[config.mk]
export PLATFORM = sky130hd
export DESIGN_NAME = elastic_buffer_write_ctrl_flat
export DESIGN_NICKNAME = d
export VERILOG_FILES = /design/src/rtl/elastic_buffer_pkg.sv /design/src/rtl/elastic_buffer_write_ctrl_if.sv /design/src/rtl/gray_pointer_sync.sv /design/src/rtl/elastic_buffer_write_ctrl.sv /design/src/flat_wrapper.sv
export SDC_FILE = /design/constraint.sdc
export NUM_CORES = 1
export LEC_CHECK = 0
export BUFFER_PORTS_ARGS = -buffer_cell sky130_fd_sc_hd__buf_2
export CAP_MARGIN = 40
export CORE_MARGIN = 2
export CORE_UTILIZATION = 29
export DETAILED_ROUTE_END_ITERATION = 12
export PLACE_DENSITY = 0.45
export SKIP_CTS_REPAIR_TIMING = 1
export SYNTH_ARGS = -nofsm -noshare
export SYNTH_HDL_FRONTEND = slang
export SYNTH_SLANG_ARGS = --single-unit
[constraint.sdc]
create_clock -name recovered_clock -period 11.5 [get_ports recovered_clock]
set_input_delay 3.45 -clock recovered_clock [delete_from_list [all_inputs] [get_ports recovered_clock]]
set_output_delay 3.45 -clock recovered_clock [all_outputs]
set_load 0.005 [all_outputs]
[src/rtl/elastic_buffer_pkg.sv]
`default_nettype none
// ============================================================================
// Module   : elastic_buffer_pkg
// Purpose  : Shared symbol constants, FSM state type and Gray helpers for the
//            elastic buffer write and read controllers.
// Revision : 1.0 - initial release
// ============================================================================
package elastic_buffer_pkg;

    localparam logic [9:0] K28_5_POS = 10'b0011111010;
    localparam logic [9:0] K28_5_NEG = 10'b1100000101;
    localparam logic [9:0] K28_0_POS = 10'b0011110100;
    localparam logic [9:0] K28_0_NEG = 10'b1100001011;

    typedef enum logic [0:0] {
        ALIGN = 1'b0,
        RUN   = 1'b1
    } state_t;

    // Width-agnostic: callers zero-extend into 32 bits and size-cast the result.
    function automatic logic [31:0] bin2gray(input logic [31:0] b);
        return b ^ (b >> 1);
    endfunction

    function automatic logic [31:0] gray2bin(input logic [31:0] g);
        logic [31:0] b;
        for (int i = 0; i < 32; i++) begin
            b[i] = ^(g >> i);
        end
        return b;
    endfunction

endpackage : elastic_buffer_pkg
`default_nettype wire

[src/rtl/elastic_buffer_write_ctrl_if.sv]
`default_nettype none
// ============================================================================
// Module   : elastic_buffer_write_ctrl_if
// Purpose  : Symbol input, memory write port and pointer exchange signals of
//            the elastic buffer write controller. ELASTIC_BUFFER_STATS_EN adds
//            the statistics outputs.
// Revision : 1.0 - initial release
// ============================================================================
interface elastic_buffer_write_ctrl_if #(
    parameter int ADDRESS_WIDTH = 4
);
    logic [9:0]             data_in;
    logic                   symbol_valid;
    logic [ADDRESS_WIDTH:0] read_pointer_gray;
    logic [ADDRESS_WIDTH-1:0] write_pointer;
    logic [9:0]             mem_data;
    logic [ADDRESS_WIDTH:0] write_pointer_gray;
    logic                   aligned;
    logic                   skp_deleted;
    logic                   overflow_error;
`ifdef ELASTIC_BUFFER_STATS_EN
    logic [15:0]            skp_delete_count;
    logic [ADDRESS_WIDTH:0] max_fill;

    modport master (
        output data_in, symbol_valid, read_pointer_gray,
        input  write_pointer, mem_data, write_pointer_gray, aligned,
               skp_deleted, overflow_error, skp_delete_count, max_fill
    );
    modport slave (
        input  data_in, symbol_valid, read_pointer_gray,
        output write_pointer, mem_data, write_pointer_gray, aligned,
               skp_deleted, overflow_error, skp_delete_count, max_fill
    );
`else
    modport master (
        output data_in, symbol_valid, read_pointer_gray,
        input  write_pointer, mem_data, write_pointer_gray, aligned,
               skp_deleted, overflow_error
    );
    modport slave (
        input  data_in, symbol_valid, read_pointer_gray,
        output write_pointer, mem_data, write_pointer_gray, aligned,
               skp_deleted, overflow_error
    );
`endif
endinterface : elastic_buffer_write_ctrl_if
`default_nettype wire

[src/rtl/gray_pointer_sync.sv]
`default_nettype none
// ============================================================================
// Module   : gray_pointer_sync
// Purpose  : Two-flop synchroniser for a Gray-coded pointer from the other
//            clock domain, followed by conversion back to binary.
// Revision : 1.0 - initial release
// ============================================================================
module gray_pointer_sync
    import elastic_buffer_pkg::*;
#(
    parameter int WIDTH = 5
) (
    input  wire logic             clk,
    input  wire logic             rst_n,
    input  wire logic [WIDTH-1:0] i_gray,
    output logic      [WIDTH-1:0] o_bin
);

    logic [WIDTH-1:0] r_meta;
    logic [WIDTH-1:0] r_sync;

    always_ff @(posedge clk or negedge rst_n) begin
        if (!rst_n) begin
            r_meta <= '0;
            r_sync <= '0;
        end else begin
            r_meta <= i_gray;
            r_sync <= r_meta;
        end
    end

    assign o_bin = WIDTH'(gray2bin(32'(r_sync)));

endmodule : gray_pointer_sync
`default_nettype wire

[src/rtl/elastic_buffer_write_ctrl.sv]
`default_nettype none
// ============================================================================
// Module   : elastic_buffer_write_ctrl
// Purpose  : Recovered-clock write side of the RX elastic buffer: comma
//            alignment, SKP deletion near full, Gray pointer exchange.
//            Optional statistics outputs under ELASTIC_BUFFER_STATS_EN.
// Revision : 1.0 - initial release
// ============================================================================
module elastic_buffer_write_ctrl
    import elastic_buffer_pkg::*;
#(
    parameter int BUFFER_DEPTH   = 16,
    parameter int ADDRESS_WIDTH  = 4,
    parameter int HIGH_WATERMARK = 12
) (
    input  wire logic recovered_clock,
    input  wire logic recovered_reset,
    elastic_buffer_write_ctrl_if.slave bus
);

    localparam int PW = ADDRESS_WIDTH + 1;
    localparam int FW = ADDRESS_WIDTH + 2;

    state_t         r_state;
    state_t         w_state_next;
    logic [PW-1:0]  r_wptr;
    logic [PW-1:0]  w_wptr_next;
    logic [PW-1:0]  r_wgray;
    logic [PW-1:0]  w_rptr;
    logic [PW-1:0]  w_fill;
    logic [FW-1:0]  w_eff_fill;
    logic [9:0]     r_mem_data;
    logic           r_keep_q;
    logic           r_skp_deleted;
    logic           r_overflow;
    logic           w_keep;
    logic           w_skp_drop;
    logic           w_ovf_set;
    logic           w_is_comma;
    logic           w_is_skp;

    gray_pointer_sync #(
        .WIDTH (PW)
    ) u_rptr_sync (
        .clk    (recovered_clock),
        .rst_n  (recovered_reset),
        .i_gray (bus.read_pointer_gray),
        .o_bin  (w_rptr)
    );

    assign w_is_comma = (bus.data_in == K28_5_POS) || (bus.data_in == K28_5_NEG);
    assign w_is_skp   = (bus.data_in == K28_0_POS) || (bus.data_in == K28_0_NEG);

    // The symbol held in r_mem_data is counted as occupying the buffer if it
    // will be committed at the coming edge.
    assign w_wptr_next = r_wptr + PW'(r_keep_q);
    assign w_fill      = r_wptr - w_rptr;
    assign w_eff_fill  = FW'(w_fill) + FW'(r_keep_q);

    always_comb begin
        w_state_next = r_state;
        w_keep       = 1'b0;
        w_skp_drop   = 1'b0;
        w_ovf_set    = 1'b0;
        case (r_state)
            ALIGN: begin
                if (bus.symbol_valid && w_is_comma) begin
                    w_keep       = 1'b1;
                    w_state_next = RUN;
                end
            end
            RUN: begin
                if (bus.symbol_valid) begin
                    if (w_eff_fill == FW'(BUFFER_DEPTH)) begin
                        w_ovf_set    = 1'b1;
                        w_state_next = ALIGN;
                    end else if (w_is_skp && (w_eff_fill >= FW'(HIGH_WATERMARK))) begin
                        w_skp_drop = 1'b1;
                    end else begin
                        w_keep = 1'b1;
                    end
                end
            end
            default: w_state_next = ALIGN;
        endcase
    end

    always_ff @(posedge recovered_clock or negedge recovered_reset) begin
        if (!recovered_reset) begin
            r_state       <= ALIGN;
            r_wptr        <= '0;
            r_wgray       <= '0;
            r_mem_data    <= '0;
            r_keep_q      <= 1'b0;
            r_skp_deleted <= 1'b0;
            r_overflow    <= 1'b0;
        end else begin
            r_state       <= w_state_next;
            r_wptr        <= w_wptr_next;
            r_wgray       <= PW'(bin2gray(32'(w_wptr_next)));
            r_mem_data    <= bus.data_in;
            r_keep_q      <= w_keep;
            r_skp_deleted <= w_skp_drop;
            r_overflow    <= r_overflow | w_ovf_set;
        end
    end

    assign bus.write_pointer      = r_wptr[ADDRESS_WIDTH-1:0];
    assign bus.mem_data           = r_mem_data;
    assign bus.write_pointer_gray = r_wgray;
    assign bus.aligned            = (r_state == RUN);
    assign bus.skp_deleted        = r_skp_deleted;
    assign bus.overflow_error     = r_overflow;

`ifdef ELASTIC_BUFFER_STATS_EN
    logic [15:0]   r_skp_cnt;
    logic [PW-1:0] r_max_fill;

    always_ff @(posedge recovered_clock or negedge recovered_reset) begin
        if (!recovered_reset) begin
            r_skp_cnt  <= '0;
            r_max_fill <= '0;
        end else begin
            if (w_skp_drop && (r_skp_cnt != 16'hFFFF)) begin
                r_skp_cnt <= r_skp_cnt + 16'd1;
            end
            // Clamp so a fill beyond the port range never wraps to a small value.
            if (w_eff_fill > FW'(r_max_fill)) begin
                r_max_fill <= (w_eff_fill > FW'({PW{1'b1}})) ? {PW{1'b1}} : PW'(w_eff_fill);
            end
        end
    end

    assign bus.skp_delete_count = r_skp_cnt;
    assign bus.max_fill         = r_max_fill;
`endif

endmodule : elastic_buffer_write_ctrl
`default_nettype wire

[src/flat_wrapper.sv]
// flat-port wrapper written by rule: the top's interface ports become plain ports
module elastic_buffer_write_ctrl_flat import elastic_buffer_pkg::*;
#(
    parameter int BUFFER_DEPTH   = 16,
    parameter int ADDRESS_WIDTH  = 4,
    parameter int HIGH_WATERMARK = 12
)
  (recovered_clock, recovered_reset, bus_data_in, bus_symbol_valid, bus_read_pointer_gray, bus_write_pointer, bus_mem_data, bus_write_pointer_gray, bus_aligned, bus_skp_deleted, bus_overflow_error);
  elastic_buffer_write_ctrl_if #(.ADDRESS_WIDTH(ADDRESS_WIDTH)) bus_i ();
  input  wire logic recovered_clock;
  input  wire logic recovered_reset;
  input wire logic [$bits(bus_i.data_in)-1:0] bus_data_in;
  input wire logic [$bits(bus_i.symbol_valid)-1:0] bus_symbol_valid;
  input wire logic [$bits(bus_i.read_pointer_gray)-1:0] bus_read_pointer_gray;
  output wire logic [$bits(bus_i.write_pointer)-1:0] bus_write_pointer;
  output wire logic [$bits(bus_i.mem_data)-1:0] bus_mem_data;
  output wire logic [$bits(bus_i.write_pointer_gray)-1:0] bus_write_pointer_gray;
  output wire logic [$bits(bus_i.aligned)-1:0] bus_aligned;
  output wire logic [$bits(bus_i.skp_deleted)-1:0] bus_skp_deleted;
  output wire logic [$bits(bus_i.overflow_error)-1:0] bus_overflow_error;
  assign bus_i.data_in = bus_data_in;
  assign bus_i.symbol_valid = bus_symbol_valid;
  assign bus_i.read_pointer_gray = bus_read_pointer_gray;
  assign bus_write_pointer = bus_i.write_pointer;
  assign bus_mem_data = bus_i.mem_data;
  assign bus_write_pointer_gray = bus_i.write_pointer_gray;
  assign bus_aligned = bus_i.aligned;
  assign bus_skp_deleted = bus_i.skp_deleted;
  assign bus_overflow_error = bus_i.overflow_error;
  elastic_buffer_write_ctrl #(.BUFFER_DEPTH(BUFFER_DEPTH), .ADDRESS_WIDTH(ADDRESS_WIDTH), .HIGH_WATERMARK(HIGH_WATERMARK)) u_core (.recovered_clock(recovered_clock), .recovered_reset(recovered_reset), .bus(bus_i));
endmodule
After elaboration in Yosys (flattened, before gate mapping)
Index checks and enable logic that the tools add are counted.
{"block": "classes", "bitwise_logic": 3, "reduce_logical": 9, "n_div": 0, "muxes": 15, "shifts": 0, "eq_ne": 5, "n_lt_le_gt_ge": 1, "multipliers": 0, "n_addsub": 3}
{"op": "$reduce_xor A32 Y1", "count": 5}
{"op": "$eq A10 B10 Y1 const B", "count": 2}
{"op": "$eq A10 B8 Y1 const B", "count": 2}
{"op": "$mux W1", "count": 13}
{"op": "$add A5 B1 Y6", "count": 1}
{"op": "$eq A6 B5 Y1 const B", "count": 1}
{"op": "$ge A6 B4 Y1 const B", "count": 1}
{"op": "$add A5 B1 Y5", "count": 1}
{"op": "$sub A5 B5 Y5", "count": 1}
{"op": "$xor A5 B4 Y5", "count": 1}
{"op": "$pmux W1 S2", "count": 2}
{"op": "$logic_and A1 B1 Y1", "count": 2}
{"op": "$logic_or A1 B1 Y1", "count": 2}
{"op": "$not A1 Y1", "count": 1}
{"op": "$or A1 B1 Y1", "count": 1}
{"block": "word_totals", "romBits": 0, "elab_cells": 45, "inputBits": 18, "reg_bits": 34, "latchBits": 0, "out_inout_bits": 22, "ram_bits": 0, "n_memories": 0}

Logic depth before layout (Yosys ltp)
Gate-level depths: netlist (run 1).
{"block": "logic_depth", "word_depth": 9, "mapped_depth": 13, "depth_no_buf": 13}

Cells and area by module
Synthesis (run 1) repeated with hierarchy kept, for this count alone.
{"block": "hier_totals", "hier_cells": 118, "area_unflattened_um2": 1457.6}
{"mod": "elastic_buffer_write_ctrl", "cells_per_inst": 101, "seq_area_each_um2": 575.6, "instances": 1, "area_each_um2": 1138.6}
{"mod": "gray_pointer_sync", "cells_per_inst": 17, "seq_area_each_um2": 250.2, "instances": 1, "area_each_um2": 319.1}

Least setup slack after synthesis (run 1)
No wires, ideal clock.
{"block": "synth_path", "kind": "in2reg", "start": "in bus_data_in[4]", "end": "reg u_core.r_keep_q", "arrival_time_ps": 4603, "path_buffers": 0, "slack_ps": 6820, "cell_stages": 6, "setup_ps": 78, "t_required_ps": 11422, "cell_sequence": "nor3b_1 > nand4_1 > or4b_1 > a21oi_1 > a211oi_1 > a21oi_1"}
{"block": "synth_between", "elab_chain_cells": 7, "elab_cells_between_ends": 13, "classes_between": "eq/ne (4); mux (5); reduce/logical (4)"}
{"item": "start: declaration", "line_no": "flat_wrapper.sv:12", "source": "input wire logic [$bits(bus_i.data_in)-1:0] bus_data_in;"}
{"item": "$eq A10 B8 Y1 or $eq A10 B10 Y1 (tied branches)", "line_no": "elastic_buffer_write_ctrl.sv:52", "source": "assign w_is_skp = (bus.data_in == K28_0_POS) || (bus.data_in == K28_0_NEG);"}
{"item": "$logic_or A1 B1 Y1", "line_no": "elastic_buffer_write_ctrl.sv:52"}
{"item": "$logic_and A1 B1 Y1", "line_no": "elastic_buffer_write_ctrl.sv:77", "source": "end else if (w_is_skp && (w_eff_fill >= FW'(HIGH_WATERMARK))) begin"}
{"item": "$mux W1", "line_no": "elastic_buffer_write_ctrl.sv:77"}
{"item": "$mux W1", "line_no": "elastic_buffer_write_ctrl.sv:74", "source": "if (w_eff_fill == FW'(BUFFER_DEPTH)) begin"}
{"item": "$mux W1", "line_no": "elastic_buffer_write_ctrl.sv:73", "source": "if (bus.symbol_valid) begin"}
{"item": "$pmux W1 S2 (*)", "line_no": "elastic_buffer_write_ctrl.sv:65", "source": "case (r_state)"}
{"item": "net u_core.w_keep", "line_no": "elastic_buffer_write_ctrl.sv:36", "source": "logic w_keep;"}
{"item": "end signal: assignment", "line_no": "elastic_buffer_write_ctrl.sv:102", "source": "r_keep_q <= w_keep;"}
{"item": "end: declaration", "line_no": "elastic_buffer_write_ctrl.sv:33", "source": "logic r_keep_q;"}
The timed path passes the listed nets; every way through them passes the cells marked *.

Worst setup path after layout (run 1)
Same ends and word-level chain as after synthesis.

==> tab_implementation.tex, run 1 <==
\begin{tabular}{lr}
\hline
Metric & Value \\
\hline
\multicolumn{2}{l}{\textbf{Layout}} \\
Net count, final & between 150 and 200 \\
Relative area change from synthesis to final layout & 27.7\% \\
Ant diodes & 0 \\
Cell area after layout & $\sim$0.0019 mm2 \\
Layout cells sized above 1 & between 20 and 30\% \\
Non-filler instance count after layout & $\sim$240 \\
\multicolumn{2}{l}{\textbf{Clock network}} \\
Level count of the clock H-tree & 2 \\
CTS tree & done \\
Clock-pin slew on the worst setup and hold paths & approximately 70 ps \\
Clock tree buffer depth & 2 \\
Num Clock Sinks & 33 \\
Clock latency at the later pin of the worst-skew pair & 280 ps \\
Root buffer cell & sky130\_fd\_sc\_hd\_\_clkbuf\_8 \\
Clock buffers created by TritonCTS & 5 \\
\multicolumn{2}{l}{\textbf{STA}} \\
Endpoints failing setup & 0 \\
Setup ws final & around 7000 ps \\
Fin crit share & 40.5\% \\
Slew margin rel. & around half \\
Worst Tran Pin Value & approximately 730 ps \\
Final worst path period need & 4660 ps \\
Pins Over Slew Limit & 0 \\
Clock skew & approximately 1.5 ps \\
Hold Fails Final Rpt & 0 \\
Timing-limited maximum frequency & about 210 MHz \\
RSZ-0062 raised after global routing & no \\
Total negative slack & 0 ps \\
\multicolumn{2}{l}{\textbf{Floorplanning}} \\
DIE AREA & 0.00572 mm2 \\
Vertical die dimension & around 76 um \\
Initial cell density of the core & between 20 and 30\% \\
Count of boundary I/O pins & 40 \\
Core region area & roughly 0.0050 mm2 \\
Num rows & 26 \\
Horizontal die dimension & between 70 and 80 um \\
\multicolumn{2}{l}{\textbf{Logic synthesis}} \\
Mean area per synthesized cell & roughly 12 um2 \\
Commonest register cell after synthesis & sky130\_fd\_sc\_hd\_\_dfrtp\_1 \\
Cells after Synth & between 100 and 150 \\
Post-synth EDFFs & 0 \\
Yosys synthesis warning count & 0 \\
Async set or reset register ratio after synthesis & 100\% \\
Number of distinct library cells after synthesis & 38 \\
Register area share after synthesis & a little under three fifths \\
Netlist area before placement & around 0.0015 mm2 \\
Number of storage elements in the synthesis netlist & 33 \\
Post-synthesis net count & 150 \\
\multicolumn{2}{l}{\textbf{Global route}} \\
Total congestion overflow after global routing & 0 \\
Number of antenna violations at the first check in global routing & 0 \\
Global-route usage over all layers & 10.7\% \\
First-pass GRT wire length & 4420 um \\
Largest net degree at the start of global routing & 34 \\
Vias in the first global route & about 1,000 \\
\multicolumn{2}{l}{\textbf{Placed design}} \\
Cell area after placement & about 0.0018 mm2 \\
Worst setup slack after placement & between 6000 and 7000 ps \\
HPWL after detailed placement & slightly above 2000 um \\
Placed cell count & 231 \\
Port-buffer cells & 39 \\
Routability-driven placement congestion ratio & between 0.7 and 0.8 \\
\multicolumn{2}{l}{\textbf{Power}} \\
Power per cell area & 189 mW/mm2 \\
Max IR drop VDD & 0.0730 mV \\
Leakage component of the power & roughly 0.00094 uW \\
Overall power after layout & between 300 and 400 uW \\
\multicolumn{2}{l}{\textbf{Route}} \\
First DRT Iteration DRCs & 44 \\
Via total after detailed routing & 1,049 \\
Routed wire length per instance & 11.2 um \\
ANT nets after route & 0 \\
Number of remaining DRC errors & 0 \\
Pre-Repair DR Iteration Count & 4 \\
Via count normalized by instance count & between 4 and 5 \\
Drt total wl & roughly 2700 um \\
\multicolumn{2}{l}{\textbf{Setup path}} \\
CP Capture Type & register \\
Maximum fanout count along the critical path & 3 \\
Required time worst endpoint & around 12,000 ps \\
Path type of the worst setup path & in -> reg \\
Arrival time of data at the critical path endpoint & slightly below 5000 ps \\
Crit start category & input port \\
\multicolumn{2}{l}{\textbf{Job}} \\
Total of max-cap violations & 0 \\
\multicolumn{2}{l}{\textbf{Status}} \\
Result of the run & finished, final reports clean \\
\multicolumn{2}{l}{\textbf{Worst hold path}} \\
Worst min-delay path class & reg -> reg \\
\hline
\end{tabular}
-- stage by stage --
step / hold WS [ps] / util, %
after floorplan: 331 / -
after global routing: 358 / 37.7
after CTS: 353 / 37.7
after detailed placement: 336 / 35.0
final: 349 / 37.7
after global placement: 332 / 35.0
-- cells by family after synthesis --
group	count (synthesis)	synth area share, %
xor gates and xnor gates	16	9.41
DFF	33	55.5
buffers and inverters	7	2.02
adders and majority gates	9	8.07
and+or+nand+nor	36	14.5
AOI/OAI and AO/OA	22	10.6
-- cell usage in the layout, fill, tap and decap left out, types with 4 or more instances in the layout --
cell type / instances
sky130_fd_sc_hd__xnor2_1: 8
sky130_fd_sc_hd__dfrtp_1: 33
sky130_fd_sc_hd__clkbuf_8: 5
sky130_fd_sc_hd__a21oi_1: 5
sky130_fd_sc_hd__inv_1: 6
sky130_fd_sc_hd__nand2_1: 6
sky130_fd_sc_hd__nand3_1: 4
sky130_fd_sc_hd__xor2_1: 8
sky130_fd_sc_hd__buf_2: 39
sky130_fd_sc_hd__nand2b_1: 8
sky130_fd_sc_hd__ha_1: 8
sky130_fd_sc_hd__nor2_1: 4
-- flip-flops by register name (all words and copies together), names as in the netlist --
name and cells:
u_core.r_keep_q 1, u_core.bus.skp_deleted 1, u_core.bus.overflow_error 1, u_core.bus.write_pointer_gray 5, u_core.u_rptr_sync.r_sync 5, u_core.bus.mem_data 10, u_core.bus.aligned 1, u_core.r_wptr 4
u_core.u_rptr_sync.r_meta 5
-- power breakdown --
group / internal [uW] / switching [uW]
sequential: 127 / 5.74
clock: 87.2 / 44.7
combinational: 44.4 / 50.1
-- per-layer routing --
layer  GRT usage, %  vias to the layer above  wire length, um
li1               -                      520                -
met1           13.0                      493             1230
met2           16.7                       29             1260
met3           3.57                        7              134
met4           5.85                        0               63
met5              0                        -                0
-- layout make-up --
| class | instances | area (um2) |
|---|---|---|
| multi-input cells | 83 | 633 |
| fillers | 507 | 3140 |
| inverters | 6 | 22.5 |
| well taps | 70 | 87.6 |
| flip-flops and latches | 33 | 826 |
| repair buffers | 39 | 195 |
| clock inverters | 3 | 68.8 |
| clock buffers | 5 | 68.8 |
-- worst max-delay path, stage by stage --
cell                       delay [ps]
sky130_fd_sc_hd__buf_2            110
sky130_fd_sc_hd__nor3b_1          200
sky130_fd_sc_hd__nand4_1          150
sky130_fd_sc_hd__or4b_1           490
sky130_fd_sc_hd__a21oi_1          250
sky130_fd_sc_hd__a211oi_1          80
sky130_fd_sc_hd__a21oi_1          140
-- cell usage after synthesis, drive strengths merged (2+ instances only) --
cell | n | area, um2
xor2 | 8 | 70.1
a21oi | 5 | 25.0
o21ai | 3 | 15.0
or4b | 2 | 23.8
nand2 | 6 | 22.5
nand3b | 2 | 15.0
nor3b | 2 | 15.0
ha | 8 | 100
a21o | 2 | 15.0
inv | 6 | 22.5
xnor2 | 8 | 70.1
nor2 | 4 | 15.0
nand3 | 4 | 20.0
nor2b | 2 | 12.5
dfrtp | 33 | 826
nand2b | 8 | 50.1
-- final timing paths --
| check | startpoint | endpoint | slack [ps] | cells past startpoint |
|---|---|---|---|---|
| max in group asynchronous | recovered_reset | u_core.r_keep_q | 7810 | 1 |
| worst min-delay path | u_core.u_rptr_sync.r_meta[1] | u_core.u_rptr_sync.r_sync[1] | 350 | 0 |
| worst min register to register | u_core.u_rptr_sync.r_meta[1] | u_core.u_rptr_sync.r_sync[1] | 350 | 0 |
| worst max register to register | u_core.u_rptr_sync.r_sync[4] | u_core.bus.aligned | 7530 | 13 |
| worst max-delay path | bus_data_in[4] | u_core.r_keep_q | 6840 | 7 |
| min in group asynchronous | recovered_reset | u_core.bus.write_pointer_gray[3] | 3220 | 1 |
No activity file was read; power rests on OpenSTA's default activity.
==> run 2: changes to the inputs <==
- clock period: 11.5 -> 4.7 ns (I/O delays scaled with it)
==> tab_implementation.tex, run 2 (same netlist as run 1, synthesis figures left out) <==
\begin{tabular}{lr}
\hline
Metric & Value \\
\hline
\multicolumn{2}{l}{\textbf{Layout}} \\
Net count, final & 195 (unchanged) \\
Relative area change from synthesis to final layout & 26.2\% (was 27.7\%) \\
Ant diodes & 0 (unchanged) \\
Final core utilization & 37.3\% (was 37.7\%) \\
Cell area after layout & 0.00188 mm2 (was 0.00190 mm2) \\
Max FFs per register & 10 (unchanged) \\
Number of filler instances in the final layout & 503 (was 507) \\
Commonest cells after routing, fill and taps aside & 39 x sky130\_fd\_sc\_hd\_\_buf\_2, 33 x sky130\_fd\_sc\_hd\_\_dfrtp\_1 (unchanged) \\
Most common cell after layout, fill and taps aside & sky130\_fd\_sc\_hd\_\_buf\_2 (unchanged) \\
Layout cells sized above 1 & 28.4\% (unchanged) \\
\multicolumn{2}{l}{\textbf{Global route}} \\
Vias in the first global route & 1,050 (was 1,021) \\
Number of antenna violations at the first check in global routing & 0 (unchanged) \\
Global-route usage over all layers & 11.6\% (was 10.7\%) \\
First-pass GRT wire length & 4800 um (was 4420 um) \\
Largest net degree at the start of global routing & 34 (unchanged) \\
Total congestion overflow after global routing & 0 (unchanged) \\
\multicolumn{2}{l}{\textbf{Setup path}} \\
CP Capture Type & register (unchanged) \\
Maximum fanout count along the critical path & 5 (was 3) \\
Arrival time of data at the critical path endpoint & 4040 ps (was 4870 ps) \\
Worst R2R Start & u\_core.u\_rptr\_sync.r\_sync[4] (unchanged) \\
Required time worst endpoint & 4880 ps (was 11,710 ps) \\
Path type of the worst setup path & reg -> reg (was in -> reg) \\
Start point of the critical path & u\_core.u\_rptr\_sync.r\_sync[4] (was bus\_data\_in[4]) \\
Crit start category & register (was input port) \\
\multicolumn{2}{l}{\textbf{STA}} \\
Total negative slack & 0 ps (unchanged) \\
Clock skew & 2.92 ps (was 1.53 ps) \\
Hold Fails Final Rpt & 0 (unchanged) \\
Setup ws final & 845 ps (was 6840 ps) \\
RSZ-0062 raised after global routing & no (unchanged) \\
Timing-limited maximum frequency & 259 MHz \\
Fin crit share & between 80\% and 90\% \\
Hold\_ws & 350 ps (was 349 ps) \\
Worst Tran Pin Value & 726 ps (was 729 ps) \\
Pins Over Slew Limit & 0 (unchanged) \\
Final worst path period need & between 3000 and 4000 ps \\
Slew margin rel. & 51.6\% (was 51.4\%) \\
Endpoints failing setup & 0 (unchanged) \\
\multicolumn{2}{l}{\textbf{Placed design}} \\
Cell area after placement & 0.00176 mm2 (unchanged) \\
Worst setup slack after placement & 838 ps (was 6540 ps) \\
Routability-driven placement congestion ratio & 0.844 (was 0.760) \\
Port-buffer cells & 39 (unchanged) \\
HPWL after detailed placement & 2150 um (was 2040 um) \\
\multicolumn{2}{l}{\textbf{Clock network}} \\
Root buffer cell & sky130\_fd\_sc\_hd\_\_clkbuf\_8 (unchanged) \\
CTS tree & done (unchanged) \\
Num Clock Sinks & 33 (unchanged) \\
Clock tree buffer depth & 2 (unchanged) \\
Clock buffers created by TritonCTS & 5 (unchanged) \\
Level count of the clock H-tree & 2 (unchanged) \\
Clock-pin slew on the worst setup and hold paths & 70 ps (about the same) \\
Clock latency at the later pin of the worst-skew pair & 290 ps (was 280 ps) \\
\multicolumn{2}{l}{\textbf{Status}} \\
Result of the run & finished, final reports clean (unchanged) \\
\multicolumn{2}{l}{\textbf{Worst hold path}} \\
Worst min-delay path class & reg -> reg (unchanged) \\
Source of the worst hold timing path & u\_core.u\_rptr\_sync.r\_meta[2] (was u\_core.u\_rptr\_sync.r\_meta[1]) \\
\multicolumn{2}{l}{\textbf{Power}} \\
Net switching power & 252 uW (was 101 uW) \\
Sequential cell fraction of total power & 39.1\% (was 36.9\%) \\
Max IR drop VDD & 0.183 mV (was 0.0730 mV) \\
Leakage component of the power & 0.000929 uW (was 0.000943 uW) \\
Power per cell area & 442 mW/mm2 (was 189 mW/mm2) \\
Internal power summed over all cells & 578 uW (was 258 uW) \\
Switching Fraction & 30.4\% (was 28.0\%) \\
Part of the total power dissipated in the clock network & 32.7\% (was 36.8\%) \\
Gate power share & 28.1\% (was 26.3\%) \\
\multicolumn{2}{l}{\textbf{Floorplanning}} \\
Num rows & 26 (unchanged) \\
DIE AREA & 0.00572 mm2 (unchanged) \\
Count of boundary I/O pins & 40 (unchanged) \\
Horizontal die dimension & 75.7 um (unchanged) \\
Initial cell density of the core & 29.5\% (unchanged) \\
Core region area & 0.00504 mm2 (unchanged) \\
Vertical die dimension & 75.7 um (unchanged) \\
\multicolumn{2}{l}{\textbf{Route}} \\
Number of remaining DRC errors & 0 (unchanged) \\
Routed wire length per instance & 12.0 um (was 11.2 um) \\
Pre-Repair DR Iteration Count & 5 (was 4) \\
ANT nets after route & 0 (unchanged) \\
First DRT Iteration DRCs & 44 (unchanged) \\
Drt total wl & 2870 um (was 2690 um) \\
Via total after detailed routing & 1,046 (was 1,049) \\
Via count normalized by instance count & 4.38 (was 4.39) \\
\multicolumn{2}{l}{\textbf{Job}} \\
Total of max-cap violations & 0 (unchanged) \\
\hline
\end{tabular}
==> run 2: cell count changes in the layout (fill, tap and decap cells not counted), sizes merged <==
cell,delta
bufinv,-1
clkinv,+1
clkinvlp,+1
inv,-1
==> run 2: cell type report <==
class                           instances  area [um2]  area share [%]
Clock buffer                            5        68.8            3.66
Clock inverter                          3        46.3            2.46
Tap cell                               70        87.6            4.66
Inverter                                6        22.5            1.20
Timing Repair Buffer                   39         195            10.4
Multi-Input combinational cell         83         633            33.7
Sequential cell                        33         826            43.9
==> run 2: per-stage QoR <==
stage / std cells / total power, uW
finish: 239 / 830
global route: 239 / 897
CTS: 239 / 847
detailed placement: 231 / 568
global placement: 231 / 562
floorplan: 123 / 493
==> run 2: critical path, stage by stage (launching register included) <==
cell                      delay [ps]
sky130_fd_sc_hd__dfrtp_1         400
sky130_fd_sc_hd__xnor2_1         220
sky130_fd_sc_hd__xor2_1          240
sky130_fd_sc_hd__xor2_1          280
sky130_fd_sc_hd__xnor2_1         110
sky130_fd_sc_hd__ha_1            230
sky130_fd_sc_hd__fa_1            520
sky130_fd_sc_hd__inv_1            50
sky130_fd_sc_hd__ha_1            250
sky130_fd_sc_hd__xor2_1          170
sky130_fd_sc_hd__or3_1           340
sky130_fd_sc_hd__or4_1           580
sky130_fd_sc_hd__a21bo_1         190
sky130_fd_sc_hd__a21o_1          170
==> run 2: worst paths after layout <==
| check | endpoint | slack, ps | depth (start not counted) |
|---|---|---|---|
| setup / recovery | u_core.bus.aligned | 850 | 13 |
| hold / removal | u_core.u_rptr_sync.r_sync[2] | 350 | 0 |
| setup reg to reg | u_core.bus.aligned | 850 | 13 |
| hold reg to reg | u_core.u_rptr_sync.r_sync[2] | 350 | 0 |
| max in group asynchronous | u_core.bus.mem_data[1] | 3060 | 1 |
| min in group asynchronous | u_core.r_wptr[2] | 1180 | 1 |
==> run 2: per-layer routing <==
layer / track usage [%] / up-vias / wire length [um]
li1: - / 517 / -
met1: 14.6 / 497 / 1230
met2: 17.3 / 27 / 1420
met3: 5.03 / 5 / 179
met4: 5.26 / 0 / 39
met5: 0 / - / 0
==> run 2: power by group through the flow <==
stage / clock network, uW / registers, uW / logic [uW]
after global placement: 0 / 329 / 233
after floorplan: 0 / 331 / 162
after CTS: 283 / 326 / 238
after detailed placement: 0 / 331 / 237
final: 272 / 325 / 234
after global routing: 300 / 329 / 268
==> run 3: changes to the inputs <==
- clock period: 4.7 -> 3.9 ns (I/O delays scaled with it)
==> tab_implementation.tex, run 3 (same netlist as run 1, synthesis figures left out) <==
\begin{tabular}{lr}
\hline
Metric & Value \\
\hline
\multicolumn{2}{l}{\textbf{Power}} \\
Gate power share & 31.5\% (was 28.1\%) \\
Internal power summed over all cells & 659 uW (was 578 uW) \\
Switching Fraction & 30.6\% (was 30.4\%) \\
Part of the total power dissipated in the clock network & 27.2\% (was 32.7\%) \\
Leakage component of the power & 0.000936 uW (was 0.000929 uW) \\
Sequential cell fraction of total power & 41.3\% (was 39.1\%) \\
Net switching power & 291 uW (was 252 uW) \\
Power per cell area & 502 mW/mm2 (was 442 mW/mm2) \\
Max IR drop VDD & 0.181 mV (was 0.183 mV) \\
\multicolumn{2}{l}{\textbf{Floorplanning}} \\
Vertical die dimension & 75.7 um (unchanged) \\
Horizontal die dimension & 75.7 um (unchanged) \\
DIE AREA & 0.00572 mm2 (unchanged) \\
Count of boundary I/O pins & 40 (unchanged) \\
Num rows & 26 (unchanged) \\
Core region area & 0.00504 mm2 (unchanged) \\
Initial cell density of the core & 29.5\% (unchanged) \\
\multicolumn{2}{l}{\textbf{Setup path}} \\
Required time worst endpoint & 4060 ps (was 4880 ps) \\
Worst R2R Start & u\_core.u\_rptr\_sync.r\_sync[3] (was u\_core.u\_rptr\_sync.r\_sync[4]) \\
Path type of the worst setup path & reg -> reg (unchanged) \\
Maximum fanout count along the critical path & 5 (unchanged) \\
Crit start category & register (unchanged) \\
CP Capture Type & register (unchanged) \\
Start point of the critical path & u\_core.u\_rptr\_sync.r\_sync[3] (was u\_core.u\_rptr\_sync.r\_sync[4]) \\
Arrival time of data at the critical path endpoint & 3890 ps (was 4040 ps) \\
\multicolumn{2}{l}{\textbf{Worst hold path}} \\
Source of the worst hold timing path & u\_core.u\_rptr\_sync.r\_meta[2] (unchanged) \\
Worst min-delay path class & reg -> reg (unchanged) \\
\multicolumn{2}{l}{\textbf{Status}} \\
Result of the run & finished, final reports clean (unchanged) \\
\multicolumn{2}{l}{\textbf{STA}} \\
Timing-limited maximum frequency & 269 MHz (was 259 MHz) \\
Total negative slack & 0 ps (unchanged) \\
Final worst path period need & 3720 ps (was 3850 ps) \\
Setup ws final & 177 ps (was 845 ps) \\
Pins Over Slew Limit & 0 (unchanged) \\
Clock skew & 4.65 ps (was 2.92 ps) \\
Worst Tran Pin Value & 714 ps (was 726 ps) \\
Slew margin rel. & 52.4\% (was 51.6\%) \\
Hold Fails Final Rpt & 0 (unchanged) \\
Endpoints failing setup & 0 (unchanged) \\
Fin crit share & 95.5\% (was 82.0\%) \\
\multicolumn{2}{l}{\textbf{Route}} \\
First DRT Iteration DRCs & 69 (was 44) \\
Routed wire length per instance & 11.9 um (was 12.0 um) \\
Pre-Repair DR Iteration Count & 4 (was 5) \\
Number of remaining DRC errors & 0 (unchanged) \\
ANT nets after route & 0 (unchanged) \\
Via total after detailed routing & 1,037 (was 1,046) \\
Via count normalized by instance count & 4.30 (was 4.38) \\
Drt total wl & 2860 um (was 2870 um) \\
\multicolumn{2}{l}{\textbf{Global route}} \\
Largest net degree at the start of global routing & 34 (unchanged) \\
Total congestion overflow after global routing & 0 (unchanged) \\
Number of antenna violations at the first check in global routing & 0 (unchanged) \\
Global-route usage over all layers & 11.5\% (was 11.6\%) \\
First-pass GRT wire length & 4770 um (was 4800 um) \\
Vias in the first global route & 1,058 (was 1,050) \\
\multicolumn{2}{l}{\textbf{Placed design}} \\
Placed cell count & 232 (was 231) \\
Worst setup slack after placement & 56.2 ps (was 838 ps) \\
Port-buffer cells & 39 (unchanged) \\
Routability-driven placement congestion ratio & 0.838 (was 0.844) \\
HPWL after detailed placement & 2150 um (about the same) \\
\multicolumn{2}{l}{\textbf{Clock network}} \\
Level count of the clock H-tree & 2 (unchanged) \\
Clock buffers created by TritonCTS & 5 (unchanged) \\
CTS tree & done (unchanged) \\
Clock-pin slew on the worst setup and hold paths & 70 ps (about the same) \\
Root buffer cell & sky130\_fd\_sc\_hd\_\_clkbuf\_8 (unchanged) \\
Clock latency at the later pin of the worst-skew pair & 280 ps (was 290 ps) \\
Num Clock Sinks & 33 (unchanged) \\
Clock tree buffer depth & 2 (unchanged) \\
\multicolumn{2}{l}{\textbf{Layout}} \\
Layout cells sized above 1 & 31.6\% (was 28.4\%) \\
Most common cell after layout, fill and taps aside & sky130\_fd\_sc\_hd\_\_buf\_2 (unchanged) \\
Number of filler instances in the final layout & 504 (was 503) \\
Net count, final & 198 (was 195) \\
Ant diodes & 0 (unchanged) \\
Relative area change from synthesis to final layout & 27.1\% (was 26.2\%) \\
Non-filler instance count after layout & 241 (was 239) \\
Max FFs per register & 10 (unchanged) \\
Commonest cells after routing, fill and taps aside & 39 x sky130\_fd\_sc\_hd\_\_buf\_2, 33 x sky130\_fd\_sc\_hd\_\_dfrtp\_1, 8 x sky130\_fd\_sc\_hd\_\_xor2\_1, 8 x sky130\_fd\_sc\_hd\_\_nand2b\_1, 7 x sky130\_fd\_sc\_hd\_\_xnor2\_1 (was 39 x sky130\_fd\_sc\_hd\_\_buf\_2, 33 x sky130\_fd\_sc\_hd\_\_dfrtp\_1) \\
Final core utilization & 37.5\% (was 37.3\%) \\
\multicolumn{2}{l}{\textbf{Job}} \\
Total of max-cap violations & 0 (unchanged) \\
\hline
\end{tabular}
-- run 3: cell type report --
type                            instances  area [um2]  area share [%]
Sequential cell                        33         826            43.6
Multi-Input combinational cell         83         649            34.3
Timing Repair Buffer                   42         218            11.5
Tap cell                               70        87.6            4.63
Clock buffer                            6        82.6            4.36
Inverter                                6        22.5            1.19
Clock inverter                          1        7.51           0.397
-- run 3: metrics by stage --
stage / power (uW) / area, um2 / hold slack [ps]
6_report: 950 / 1890 / 348
5_1_grt: 1040 / 1890 / 360
4_1_cts: 962 / 1860 / 350
3_5_place_dp: 693 / 1770 / 335
3_3_place_gp: 687 / 1770 / 333
2_1_floorplan: 594 / 1490 / 331
-- run 3: layer usage --
metal / global-route usage [%] / share of wire [%] / up-vias
met2: 16.8 / 50 / 27
met4: 5.85 / 2.2 / 0
li1: - / - / 521
met1: 14.7 / 42 / 483
met5: 0 / 0 / -
met3: 4.76 / 5.9 / 6
-- run 3: power by group through the flow --
stage	registers [uW]	clock network [uW]	logic [uW]
6_report	392	258	300
5_1_grt	396	297	343
4_1_cts	393	273	296
3_5_place_dp	399	0	294
3_3_place_gp	397	0	291
2_1_floorplan	399	0	195
-- run 3: path summary, 6_finish.rpt --
check / to / slack (ps) / cells after the start
setup reg to reg: u_core.bus.aligned / 180 / 13
hold reg to reg: u_core.u_rptr_sync.r_sync[2] / 350 / 0
setup / recovery: u_core.bus.aligned / 180 / 13
hold / removal: u_core.u_rptr_sync.r_sync[2] / 350 / 0
min in group asynchronous: u_core.u_rptr_sync.r_sync[3] / 940 / 1
max in group asynchronous: u_core.r_keep_q / 2500 / 1
-- run 3: critical path: stages (launching register included) --
cell	delay [ps]
sky130_fd_sc_hd__dfrtp_1	390
sky130_fd_sc_hd__xnor2_2	190
sky130_fd_sc_hd__xor2_1	230
sky130_fd_sc_hd__xor2_1	280
sky130_fd_sc_hd__xnor2_1	120
sky130_fd_sc_hd__ha_2	200
sky130_fd_sc_hd__fa_1	510
sky130_fd_sc_hd__inv_1	50
sky130_fd_sc_hd__ha_2	210
sky130_fd_sc_hd__xor2_1	150
sky130_fd_sc_hd__or3_1	330
sky130_fd_sc_hd__or4b_4	560
sky130_fd_sc_hd__a21bo_1	200
sky130_fd_sc_hd__a21o_1	180
